===== src/rtl/mac_accumulator.sv =====
// Signed 16-bit partial-sum accumulator with valid/ready in and out, beat counter and sticky overflow.
// Optional macro MAC_ACC_SAT_EN: clamp the accumulator on signed overflow instead of wrapping.
module mac_accumulator #(
   parameter int CNT_W = 8
) (
   input  logic             clk,
   input  logic             rst_n,
   input  logic             clear,
   input  logic             in_valid,
   output logic             in_ready,
   input  logic [15:0]      in_data,
   input  logic             in_last,
   output logic             out_valid,
   input  logic             out_ready,
   output logic [15:0]      out_sum,
   output logic             out_ovf,
   output logic [CNT_W-1:0] out_count
);

   typedef enum logic [1:0] {
      IDLE = 2'd0,
      ACC  = 2'd1,
      DONE = 2'd2
   } state_t;

   localparam logic [CNT_W-1:0] CntMax = {CNT_W{1'b1}};

   state_t           state_q, state_d;
   logic [15:0]      acc_q, acc_d;
   logic [CNT_W-1:0] cnt_q, cnt_d;
   logic             ovf_q, ovf_d;

   logic        accept;
   logic [15:0] sum;
   logic        beatOvf;
   logic [15:0] accNext;

   assign in_ready  = (state_q != DONE) && !clear;
   assign out_valid = (state_q == DONE);
   assign accept    = in_valid && in_ready;

   assign sum     = acc_q + in_data;
   assign beatOvf = (acc_q[15] == in_data[15]) && (sum[15] != acc_q[15]);

`ifdef MAC_ACC_SAT_EN
   // Both operands share a sign on overflow, so acc_q[15] tells the overflow direction.
   assign accNext = beatOvf ? (acc_q[15] ? 16'h8000 : 16'h7FFF) : sum;
`else
   assign accNext = sum;
`endif

   always_comb begin
      state_d = state_q;
      acc_d   = acc_q;
      cnt_d   = cnt_q;
      ovf_d   = ovf_q;
      if (clear) begin
         state_d = IDLE;
         acc_d   = '0;
         cnt_d   = '0;
         ovf_d   = 1'b0;
      end else begin
         case (state_q)
            IDLE, ACC: begin
               if (accept) begin
                  acc_d   = accNext;
                  cnt_d   = (cnt_q == CntMax) ? cnt_q : cnt_q + 1'b1;
                  ovf_d   = ovf_q | beatOvf;
                  state_d = in_last ? DONE : ACC;
               end
            end
            DONE: begin
               if (out_ready) begin
                  state_d = IDLE;
                  acc_d   = '0;
                  cnt_d   = '0;
                  ovf_d   = 1'b0;
               end
            end
            default: begin
               state_d = IDLE;
               acc_d   = '0;
               cnt_d   = '0;
               ovf_d   = 1'b0;
            end
         endcase
      end
   end

   always_ff @(posedge clk or negedge rst_n) begin
      if (!rst_n) begin
         state_q <= IDLE;
         acc_q   <= '0;
         cnt_q   <= '0;
         ovf_q   <= 1'b0;
      end else begin
         state_q <= state_d;
         acc_q   <= acc_d;
         cnt_q   <= cnt_d;
         ovf_q   <= ovf_d;
      end
   end

   assign out_sum   = acc_q;
   assign out_ovf   = ovf_q;
   assign out_count = cnt_q;

endmodule


===== config.mk =====
export PLATFORM = sky130hd
export DESIGN_NAME = mac_accumulator
export DESIGN_NICKNAME = d
export VERILOG_FILES = /design/src/rtl/mac_accumulator.sv
export SDC_FILE = /design/constraint.sdc
export NUM_CORES = 1
export LEC_CHECK = 0
export CORE_UTILIZATION = 35
export DETAILED_ROUTE_END_ITERATION = 8
export HOLD_SLACK_MARGIN = 0.12
export PLACE_DENSITY_LB_ADDON = 0.1
export SLEW_MARGIN = 20
export SYNTH_ARGS = -nofsm -noshare
export SYNTH_HDL_FRONTEND = slang
export SYNTH_SLANG_ARGS = --single-unit

===== constraint.sdc =====
create_clock -name clk -period 2.8 [get_ports clk]
set_input_delay 0.56 -clock clk [delete_from_list [all_inputs] [get_ports clk]]
set_output_delay 0.56 -clock clk [all_outputs]
set_load 0.01 [all_outputs]

==> results.md <==
* Hpwl dp at 3.486 mm
* Synth top area cells: dfrtp_1, ha_1, nand2_1, xor2_1, a21oi_1
* Final hold slack at 528.3 ps
* TritonCTS clock tree: done
* Primary FF master, synth: dfrtp_1
* Grt total ovfl at 0
* Layout Skew at ~3.0 ps
* Post-route DRC at 0
* Min-Delay Path Class: reg2reg
* Resized cells post-CTS at 0
* Share of post-route cells with drive strength above 1 at 0.07663
* Setup ws final at 137.8 ps
* Max Slew Vio Count at 0
* Worst EP required at 2960 ps
* Placed Cells at 327
* EDFF count, synth at 0
* Nature of the critical path endpoint: flop
* RSZ-0062 raised after global routing: false
* Leak at 1.072 nW
* # hold bufs at CTS at 0
* Row count at 26
* Post-route insts no fill at 331
* Final WL at 4.557 mm
* Vias post-DR at 1728
* Worst Max-Slew Pin Slew at 400.3 ps
* P&R area growth vs syn at 32.72%
* Mapped Cells at 210
* Synthesized area at 0.001916 mm²
* Share of the synthesized area in the top cell type at 0.3527
* GRT busiest layer: met2
* Asr flop ratio synth at 1.000
* Buffers on Ports at 48
* DR vias/cell at 5.221
* Antenna cells at 0
* Synthesized flop and latch total at 27
* Max Clock Freq at around 380 MHz
* Die area at 0.005773 mm²
* Peak supply drop at 0.3376 mV
* Global Route Usage Sum at 0.1658
* DR WL/cell at 13.77 µm
* Sequential fraction of the synthesis area at 0.3527
* Synth top cells by count: nand2_1, dfrtp_1, nor2_1
* Slew headroom at 0.7303
* Worst-Skew Late Latency at 280 ps
* Clock transition at path regs at 100 ps
* Post-DRT Antenna Nets at 0
* Met2 usage in global routing at 0.2818
* Synthesized Nets at 249
* Count of different cell masters after synthesis at 50
* Global-route wire length before repair at around 7.8 mm
* Maxcap violations at 0
* Most numerous cell in the Yosys netlist: nand2_1
* TritonRoute pass-1 iters at 4
* GR Util met1 at 0.2181
* TritonCTS Buffers at 3
* Syn avg cell area at 9.122 µm²
* Pre-CTS setup slack at -136.5 ps
* Final Critical Period at ~2700 ps
* Setup tns final at 0 ps
* Critical Path AT at 2830 ps
* Clk Tree Root Cell: clkbuf_8
* IO Pins at 49
* Placer Congestion at 0.7664
* CTS Buffer Depth at 2
* Warnings, synthesis at 0
* Period utilisation layout at 0.9508
* Leading area contributor after synthesis: dfrtp_1
* Nets at about 300
* Tot Pwr at 1.910 mW
* Status: finished, final reports clean
* PwrDens at 751.1 mW/mm²
* Final setup violation count at 0
* Initial antenna violation count at 0
* CP Max Fanout at 5
* Startpoint types: primary input
* CTS H-tree depth at 1
* Die H at 75.98 µm
* Starting Density at 0.3680
* Die Width at 75.98 µm
* CTS Sinks at 27
* CORE AREA at 0.005205 mm²
* Vias in the first global route at 1682
* Largest net degree at the start of global routing at 28
* Buffer count from post-CTS setup fixing at 0
* Critical path class: in2reg
* GRT met3 Usage at 0.02994
* Hold Violations, Final at 0
* First DRT Iteration DRCs at 82
==> cell type report <==
| cell class | instances | area, µm² |
|---|---|---|
| clock buffers | 3 | 41.29 |
| well taps | 70 | 87.58 |
| clock inverters | 1 | 7.507 |
| inverters | 4 | 15.01 |
| multi-input cells | 173 | 1197 |
| fillers | 540 | 2663 |
| repair buffers | 53 | 518.0 |
| flip-flops and latches | 27 | 675.6 |
==> state kept, by name, summed over array words and instances, names as in the netlist <==
signal,count
state_q,2
out_count,8
out_ovf,1
out_sum,16
==> worst max-delay path: stages <==
cell	delay, ps
clkdlybuf4s50_1	400
ha_1	230
fa_1	410
a21oi_1	270
o211ai_2	170
a2111oi_0	410
a21o_1	150
xor2_1	140
o21ai_1	70
==> power breakdown <==
group | switching (mW) | internal [mW]
clock network | 0.135 | 0.101
registers | 0.0916 | 0.488
logic | 0.548 | 0.546
==> per-stage QoR <==
step                        util  instance area [µm²]
final                     0.4885                 2542
after global placement    0.4791                 2494
after detailed placement  0.4791                 2494
after global routing      0.4885                 2542
after CTS                 0.4885                 2542
after floorplan                -                 1916
==> placed cells by master (no fill, tap or decap), types with 2 or more instances in the layout <==
| cell type | n |
|---|---|
| a211o_1 | 3 |
| a21o_1 | 2 |
| a21oi_1 | 15 |
| a22o_1 | 2 |
| a311oi_1 | 2 |
| and3_1 | 4 |
| buf_4 | 5 |
| clkbuf_8 | 3 |
| clkdlybuf4s50_1 | 48 |
| dfrtp_1 | 27 |
| ha_1 | 16 |
| inv_1 | 4 |
| mux2i_1 | 3 |
| nand2_1 | 31 |
| nand3_1 | 4 |
| nand4_1 | 4 |
| nor2_1 | 17 |
| nor2b_1 | 2 |
| nor3_1 | 2 |
| o211ai_1 | 3 |
| o21a_1 | 3 |
| o21ai_0 | 11 |
| o21ai_1 | 6 |
| o31ai_1 | 5 |
| xnor2_1 | 5 |
| xor2_1 | 9 |
==> cell families after synthesis <==
group,Yosys count,synth area share
simple gates,70,0.1698
compound gates,69,0.2606
flops,27,0.3527
fa+ha+maj,17,0.1150
xor+xnor,14,0.06401
buf+inv,10,0.02220
mux,3,0.01568
==> final timing paths <==
path	slack, ps	cells after the start	endpoint	startpoint
setup reg to reg	420	8	out_sum[8]$_DFFE_PN0P_	out_sum[0]$_DFFE_PN0P_
hold / removal	530	2	out_sum[11]$_DFFE_PN0P_	out_sum[11]$_DFFE_PN0P_
min in group asynchronous	650	2	out_sum[12]$_DFFE_PN0P_	rst_n
hold reg to reg	530	2	out_sum[11]$_DFFE_PN0P_	out_sum[11]$_DFFE_PN0P_
setup / recovery	140	9	out_sum[8]$_DFFE_PN0P_	in_data[0]
max in group asynchronous	1890	2	out_count[7]$_DFFE_PN0P_	rst_n
==> routing by layer <==
| metal | vias up | part of all wire |
|---|---|---|
| li1 | 877 | - |
| met3 | 4 | 0.041 |
| met2 | 39 | 0.49 |
| met5 | - | 0 |
| met1 | 808 | 0.46 |
| met4 | 0 | 0.0083 |
(Power assumes the default switching activity.)
